## src/rtl/mcycle_seq.sv

```systemverilog
// mcycle_seq -- multi-cycle unsigned multiply / divide sequencer.
//
// Performs one algorithm step per clock for WIDTH clocks. It uses shift-add
// multiplication or restoring division, and the results are registered.
//
// Ports:
//   CLK       in   clock, rising-edge active
//   RESET_N   in   asynchronous active-low reset
//   Start     in   begin an operation (sampled only while idle)
//   MCycleOp  in   0 = unsigned multiply, 1 = unsigned divide
//   Operand1  in   multiplicand / dividend
//   Operand2  in   multiplier / divisor
//   Result1   out  product low half / quotient
//   Result2   out  product high half / remainder
//   Busy      out  high while an operation is in flight
//   Done      out  one-cycle pulse when new results are valid
module mcycle_seq #(
    parameter int WIDTH = 32
) (
    input  logic             CLK,
    input  logic             RESET_N,
    input  logic             Start,
    input  logic             MCycleOp,
    input  logic [WIDTH-1:0] Operand1,
    input  logic [WIDTH-1:0] Operand2,
    output logic [WIDTH-1:0] Result1,
    output logic [WIDTH-1:0] Result2,
    output logic             Busy,
    output logic             Done
);

    localparam int CW = $clog2(WIDTH) + 1;
    localparam logic [CW-1:0] LAST_STEP = CW'(WIDTH - 1);

    typedef enum logic [0:0] {
        IDLE    = 1'b0,
        COMPUTE = 1'b1
    } state_t;

    state_t             state_r;
    state_t             next_state_s;
    logic               op_r;
    logic [WIDTH-1:0]   opnd_r;      // multiplicand (mul) or divisor (div)
    logic [2*WIDTH-1:0] acc_r;       // {high, multiplier} or {remainder, dividend/quotient}
    logic [CW-1:0]      cnt_r;
    logic [WIDTH-1:0]   res1_r;
    logic [WIDTH-1:0]   res2_r;
    logic               busy_r;
    logic               done_r;

    logic               accept_s;
    logic               last_s;
    logic [WIDTH:0]     sum_s;
    logic [2*WIDTH-1:0] mul_next_s;
    logic [WIDTH:0]     rem_sh_s;
    logic               ge_s;
    logic [WIDTH-1:0]   diff_s;
    logic [2*WIDTH-1:0] div_next_s;
    logic [2*WIDTH-1:0] step_s;

    // One multiply or divide step computed from the current accumulator
    always_comb begin
        sum_s      = {1'b0, acc_r[2*WIDTH-1:WIDTH]} + {1'b0, opnd_r};
        mul_next_s = {1'b0, acc_r[2*WIDTH-1:1]};
        if (acc_r[0]) begin
            // The adder carry becomes the new MSB after the right shift.
            mul_next_s = {sum_s, acc_r[WIDTH-1:1]};
        end else begin
            mul_next_s = {1'b0, acc_r[2*WIDTH-1:1]};
        end

        // The shifted remainder can need WIDTH+1 bits before the trial subtract.
        rem_sh_s   = acc_r[2*WIDTH-1:WIDTH-1];
        ge_s       = (rem_sh_s >= {1'b0, opnd_r});
        // Modulo-2^WIDTH difference is exact whenever ge_s holds.
        diff_s     = rem_sh_s[WIDTH-1:0] - opnd_r;
        div_next_s = {rem_sh_s[WIDTH-1:0], acc_r[WIDTH-2:0], 1'b0};
        if (ge_s) begin
            div_next_s = {diff_s, acc_r[WIDTH-2:0], 1'b1};
        end else begin
            div_next_s = {rem_sh_s[WIDTH-1:0], acc_r[WIDTH-2:0], 1'b0};
        end

        step_s = mul_next_s;
        if (op_r) begin
            step_s = div_next_s;
        end else begin
            step_s = mul_next_s;
        end
    end

    // Next-state decode for the IDLE / COMPUTE controller
    always_comb begin
        next_state_s = state_r;
        accept_s     = 1'b0;
        last_s       = 1'b0;
        case (state_r)
            IDLE: begin
                if (Start) begin
                    accept_s     = 1'b1;
                    next_state_s = COMPUTE;
                end else begin
                    next_state_s = IDLE;
                end
            end
            COMPUTE: begin
                if (cnt_r == LAST_STEP) begin
                    last_s       = 1'b1;
                    next_state_s = IDLE;
                end else begin
                    next_state_s = COMPUTE;
                end
            end
            default: begin
                next_state_s = IDLE;
            end
        endcase
    end

    // State register
    always_ff @(posedge CLK or negedge RESET_N) begin
        if (!RESET_N) begin
            state_r <= IDLE;
        end else begin
            state_r <= next_state_s;
        end
    end

    // Operand latch, iteration datapath and registered outputs
    always_ff @(posedge CLK or negedge RESET_N) begin
        if (!RESET_N) begin
            op_r   <= 1'b0;
            opnd_r <= {WIDTH{1'b0}};
            acc_r  <= {(2*WIDTH){1'b0}};
            cnt_r  <= {CW{1'b0}};
            res1_r <= {WIDTH{1'b0}};
            res2_r <= {WIDTH{1'b0}};
            busy_r <= 1'b0;
            done_r <= 1'b0;
        end else begin
            done_r <= 1'b0;
            if (accept_s) begin
                op_r   <= MCycleOp;
                // Multiply keeps the multiplicand aside and shifts the multiplier
                // through the accumulator; divide does the same with divisor/dividend.
                if (MCycleOp) begin
                    opnd_r <= Operand2;
                    acc_r  <= {{WIDTH{1'b0}}, Operand1};
                end else begin
                    opnd_r <= Operand1;
                    acc_r  <= {{WIDTH{1'b0}}, Operand2};
                end
                cnt_r  <= {CW{1'b0}};
                busy_r <= 1'b1;
            end else if (state_r == COMPUTE) begin
                acc_r <= step_s;
                if (last_s) begin
                    res1_r <= step_s[WIDTH-1:0];
                    res2_r <= step_s[2*WIDTH-1:WIDTH];
                    done_r <= 1'b1;
                    busy_r <= 1'b0;
                    cnt_r  <= {CW{1'b0}};
                end else begin
                    cnt_r <= cnt_r + CW'(1);
                end
            end else begin
                busy_r <= 1'b0;
            end
        end
    end

    assign Result1 = res1_r;
    assign Result2 = res2_r;
    assign Busy    = busy_r;
    assign Done    = done_r;

endmodule

```

## config.mk

```make
export PLATFORM = sky130hd
export DESIGN_NAME = mcycle_seq
export DESIGN_NICKNAME = d
export VERILOG_FILES = /design/src/rtl/mcycle_seq.sv
export SDC_FILE = /design/constraint.sdc
export NUM_CORES = 1
export LEC_CHECK = 0
export ABC_AREA = 1
export BUFFER_PORTS_ARGS = -buffer_cell sky130_fd_sc_hd__buf_2
export CAP_MARGIN = 20
export CORE_AREA = 8 8 172 174
export DETAILED_ROUTE_END_ITERATION = 10
export DIE_AREA = 0 0 180 182
export PLACE_DENSITY = 0.73
export SLEW_MARGIN = 10
export SYNTH_ARGS = -nofsm -noshare
export SYNTH_HDL_FRONTEND = slang
export SYNTH_SLANG_ARGS = --single-unit
```

## constraint.sdc

```tcl
create_clock -name CLK -period 2.72 [get_ports CLK]
set_input_delay 0.816 -clock CLK [delete_from_list [all_inputs] [get_ports CLK]]
set_output_delay 0.816 -clock CLK [all_outputs]
set_load 0.02 [all_outputs]
```

* Word-level counts from Yosys, hierarchy flattened
Index checks and enable logic that the tools add are counted.
** Storage, ports and cells
- Register bits after elaboration :: 170
- Bits of input ports :: 68
- Output and inout port bits :: 66
- Logic and storage cells :: 41
** Cells by class
- Add/sub/neg operators :: 3
- Order comparisons :: 1
- Eq/ne operators :: 2
- Mux-type cells :: 22
- Bitwise gates (word level) :: 2
- Reduce and logical (&&, ||, !) cells :: 2
** Operators with widths (number)
- 64-bit 2-to-1 mux :: 5
- 32-bit 2-to-1 mux :: 2
- 32-bit by 32-bit adder with 33-bit output :: 1
- 33-bit by 32-bit greater-or-equal comparator with 1-bit output :: 1
- 32-bit subtractor :: 1
- 6-bit 2-to-1 mux :: 3
- 1-bit 2-to-1 mux :: 11
- 6-bit by 1-bit adder with 6-bit output (second input constant) :: 1
- 6-bit by 5-bit equality test with 1-bit output (second input constant) :: 1
- 3-bit by 1-bit inequality test with 1-bit output (second input constant) :: 1
- 3-bit AND reduction :: 1
- 1-bit inverter :: 2
- 1-bit one-hot mux with 2 select lines :: 1
- 2-bit nonzero test :: 1

* Longest topological paths before layout
- Depth in word-level cells :: 6
- Depth in mapped cells :: 18
- Mapped depth without buffers :: 18

* Least setup slack after synthesis
OpenSTA, ideal clock, no wires.
- Kind :: register -> register
- Start point :: register acc_r[39]
- End point :: register acc_r[47]
- Library setup time :: 119 ps
- Arrival time :: 1968 ps
- Required time :: 2601 ps
- Setup slack :: 633 ps
- Cell stages (with the launch flop) :: 15
- Path buffers :: 1
- Clock period less this slack :: 2087 ps
- Path through :: dfrtp_1 ha_1 nand2_2 inv_2 a21oi_2 nand3_2 nand2_2 nand2_2 nand2_4 nand2_8 nor2_8 buf_8 nand2_1 nand4_1 nand2_1
** On the way
- Cells in the longest elaborated chain, start to end :: 5
- Elaborated cells between the ends (all ways) :: 8
** Ends and longest elaborated chain
- start: declaration :: RTL line 44 : logic [2*WIDTH-1:0] acc_r;
- start signal: assignment :: RTL line 134 : acc_r <= {(2*WIDTH){1'b0}};
- start signal: assignment :: RTL line 148 : acc_r <= {{WIDTH{1'b0}}, Operand1};
- start signal: assignment :: RTL line 151 : acc_r <= {{WIDTH{1'b0}}, Operand2};
- 32-bit by 32-bit adder with 33-bit output (tied with other cells) :: RTL line 63 : sum_s = {1'b0, acc_r[2*WIDTH-1:WIDTH]} + {1'b0, opnd_r};
- 64-bit 2-to-1 mux, on equally long branches :: RTL line 65, 78
- 64-bit 2-to-1 mux (*) :: RTL line 85 : if (op_r) begin
- 64-bit 2-to-1 mux (*) :: RTL line 155 : end else if (state_r == COMPUTE) begin
- 64-bit 2-to-1 mux (*) :: RTL line 142 : if (accept_s) begin
Mark *: on every way between the ends. The rest lies on a longest branch, timed or not. The select of a mux whose other input is x is not followed.
A chain may end at the register's enable or synchronous reset.

* Final worst setup path
- Start point :: register opnd_r[27]
- End point :: register acc_r[60]
** On the way
- Cells in the longest elaborated chain, start to end :: 5
- Elaborated cells between the ends (all ways) :: 8
** Ends and longest elaborated chain
- start: declaration :: RTL line 43 : logic [WIDTH-1:0] opnd_r;
- start signal: assignment :: RTL line 133 : opnd_r <= {WIDTH{1'b0}};
- start signal: assignment :: RTL line 147 : opnd_r <= Operand2;
- start signal: assignment :: RTL line 150 : opnd_r <= Operand1;
- 32-bit by 32-bit adder with 33-bit output (tied with other cells) :: RTL line 63
- 64-bit 2-to-1 mux, on equally long branches :: RTL line 65, 78
- 64-bit 2-to-1 mux (*) :: RTL line 85
- 64-bit 2-to-1 mux (*) :: RTL line 155
- 64-bit 2-to-1 mux (*) :: RTL line 142
- end signal: assignment :: RTL line 148
- end signal: assignment :: RTL line 151
- end signal: assignment :: RTL line 156 : acc_r <= step_s;
Marked as above.

==> impl_results.md <==
- Status: completed
- Crit end category: flip-flop
- CP max stage delay: 420 ps
- Most frequent cell after synthesis: nand2_1
- Register area share after synthesis: 32.3%
- Post-Syn Nets: 2188
- Vias per inst: 5.60
- Via count: 14236
- Die Y: 182 um
- Unrepaired setup endpoints after global routing: yes
- RD Place Congestion: 1.02
- Initial antenna violation count: 2
- Biggest area consumer among synthesized cells: dfrtp_1
- Relative slew slack: 50.0%
- Arrival @ worst endpoint: 3000 ps
- Critical-path cell list: inv_1 -> ha_1 -> nand2_2 -> inv_2 -> nand2_1 -> nand2_1 -> a21oi_2 -> nand2_2 -> nor2_8 -> nand2_8 -> nand2_2 -> buf_4 -> o21ai_0 -> nand2_1 -> nand3_1 -> nand2_1
- First-pass GRT wire length: 75.1 mm
- Fillers: 2591
- Min Tclk post-route: 2630 ps
- F_max: 0.381 GHz
- Post-Synth XOR/XNOR Area: 1.20%
- R2R Path Start: opnd_r[27]
- Kind of critical path: reg -> reg
- Worst setup startpoint: opnd_r[27]
- Design area: 15100 um^2
- End of the critical path: acc_r[60]
- Crit Reg-Reg Endpoint: acc_r[60]
- PortBufs: 133
- CTS tree: built
- Post-synth top area share: 32.3%
- Tcrit/Tclk final: 96.5%
- Wirelength per Cell: 18.6 um
- Setup Skew: 17.4 ps
- Total wire length: 47.2 mm
- Grt total ovfl: 0
- Ys async rst share: 100%
- I/O pin count: 134
- Largest net degree at the start of global routing: 115
- Most used cell along the critical path: nand2_1
- Worst-path fanout max: 14
- Number of diodes: 0
- Max-Cap Viols: 0
- DRC viols: 0
- H-tree levels: 4
- Worst Path Required: 3100 ps
- # rows: 60
- Post-Synth Simple-Gate Area: 34.4%
- Final setup violation count: 0
- Longest Clk Path Bufs: 2
- Compound-cell area share of the yosys netlist: 14.7%
- Clock sinks: 170
- Area of the multi-input gates: 7520 um^2
- Hold Path Class: in -> async
- R2r worst-path depth: 16
- Cell variety after synth: 40
- Pins Over Slew Limit: 0
- Register bit total from synthesis: 170
- Top post-synthesis cells by count: 716 x nand2_1, 289 x inv_1, 176 x o21ai_0
- Top FF cell, synth: dfrtp_1
- Mapped Cells: 2053
- Nets: 2325
- Initial DRC count: 1277
- Dpl cell area: 14500 um^2
- CP max stage cell: dfrtp_1
- P&R area growth vs syn: 14.6%
- DPL Wire Length: 36.5 mm
- Area contributors post-synth: dfrtp_1 32%, nand2_1 20%, inv_1 8.2%
- CTS root buffer: clkbuf_16
- Vias in the first global route: 13943
- Initial Util: 49.5%
- CTS Hold Bufs: 0
- Syn Area/Cell: 6.42 um^2
- Largest family of logic cells by synthesized area: simple AND/OR/NAND/NOR gates
- Clock-pin slew on the worst setup and hold paths: 90 ps
- Startpoint types: flip-flop
- Antenna Violating Nets Remaining: 0
- Post-synth EDFFs: 0
- Post-synthesis mux area share: 0%
- Share of cells above drive strength 1: 13.4%
- Tightest Pin Transition: 750 ps
- Die area: 32800 um^2
- Die W: 180 um
- Flop2flop setup slack: 90 ps
- Placed cells: 2510
- Reg area: 4260 um^2
- Pre-antenna DRT Iters: 5
- Hold Violations, Final: 0
- Core area: 26700 um^2
- Layout Cells excl Fill: 2544
- Gr usage total: 28.6%
- Number of CTS-inserted buffers: 17
- Mapped Area: 13200 um^2
- Number of warnings issued by yosys: 0
- Worst-skew pair later-pin latency: 450 ps
- Post-Synth Adder-Cell Area: 6.47%
flip-flops by register name, summed over array words and instances (netlist names):
signal and cells:
acc_r 64, Result1 32, Result2 32, opnd_r 32, cnt_r 6, Busy 1, Done 1, op_r 1
state_r 1
how the worst min path moves through the flow:
stage / endpoint / slack (ps) / depth (start not counted) / from
3_3_place_gp: Result2[7] / 460 / 2 / Result2[7]
2_1_floorplan: acc_r[13] / 480 / 2 / acc_r[13]
4_1_cts: cnt_r[0] / 310 / 1 / RESET_N
5_1_grt: cnt_r[0] / 330 / 1 / RESET_N
6_report: cnt_r[1] / 290 / 1 / RESET_N
3_5_place_dp: Result2[6] / 460 / 2 / Result2[6]
placed cells by master, fill, tap and decap left out, types with 3 or more instances in the layout:
cell and count:
ha_1 64, nand2_2 22, inv_6 3, and2_1 3
nand2_1 713, buf_4 54, o211ai_1 9, inv_1 288
clkbuf_16 17, nor3_1 13, nand3_1 121, or2_2 3
nand4_1 37, o22ai_1 6, o21bai_1 6, buf_2 132
a21oi_2 4, nor2_2 10, xnor2_1 4, dfrtp_1 167
xor2_1 14, inv_8 4, o21ai_0 174, nand3b_1 12
o221ai_1 25, buf_12 6, inv_2 9, a21oi_1 119
clkinv_8 3, nand3_2 12, nor2_1 121
metal layers:
layer	GRT usage [%]	vias to the layer above	share of wire, %
met1	38.4	6592	44
met2	46.1	684	45
met5	0	-	0.021
met4	10.6	2	3.3
met3	4.35	104	8.3
li1	-	6854	-
cell families after synthesis:
group,Yosys count
buf+inv,374
flops,170
xor+xnor,18
fa+ha+maj,67
simple gates,1073
compound gates,351
layout make-up:
type	instances	share of cell area (%)
Clock buffer	18	2.84
Clock inverter	14	1.01
Inverter	299	7.43
Multi-Input combinational cell	1509	49.8
Sequential cell	170	28.2
Tap cell	341	2.82
Timing Repair Buffer	193	7.92
what timing repair did:
| item | in CTS | in global routing |
|---|---|---|
| endpoints found under the setup margin | 0 | 32 |
| setup buffers | 0 | 2 |
| resized for setup | 0 | 11 |
per-stage QoR:
| step | hold WS (ps) | TNS (ps) | worst slack [ps] | utilization, % |
|---|---|---|---|---|
| global route | 331 | -0.282 | -0.282 | 56.7 |
| CTS | 311 | 0 | 25.9 | 56.5 |
| finish | 293 | 0 | 94.8 | 56.7 |
| detailed placement | 460 | 0 | 87.0 | 54.3 |
| floorplan | 476 | 0 | 633 | - |
| global placement | 457 | 0 | 129 | 54.3 |
worst max-delay path: cells and delay by family (launching register included):
family                     cells  cell delay (ps)
and+or+nand+nor               10             1170
DFF                            1              420
adders and majority gates      1              360
AOI/OAI and AO/OA              2              300
buffers and inverters          3              280
Power is left out: the tool's default activity adds up to more than one toggle a clock period on the data nets, which glitch-free logic cannot reach.
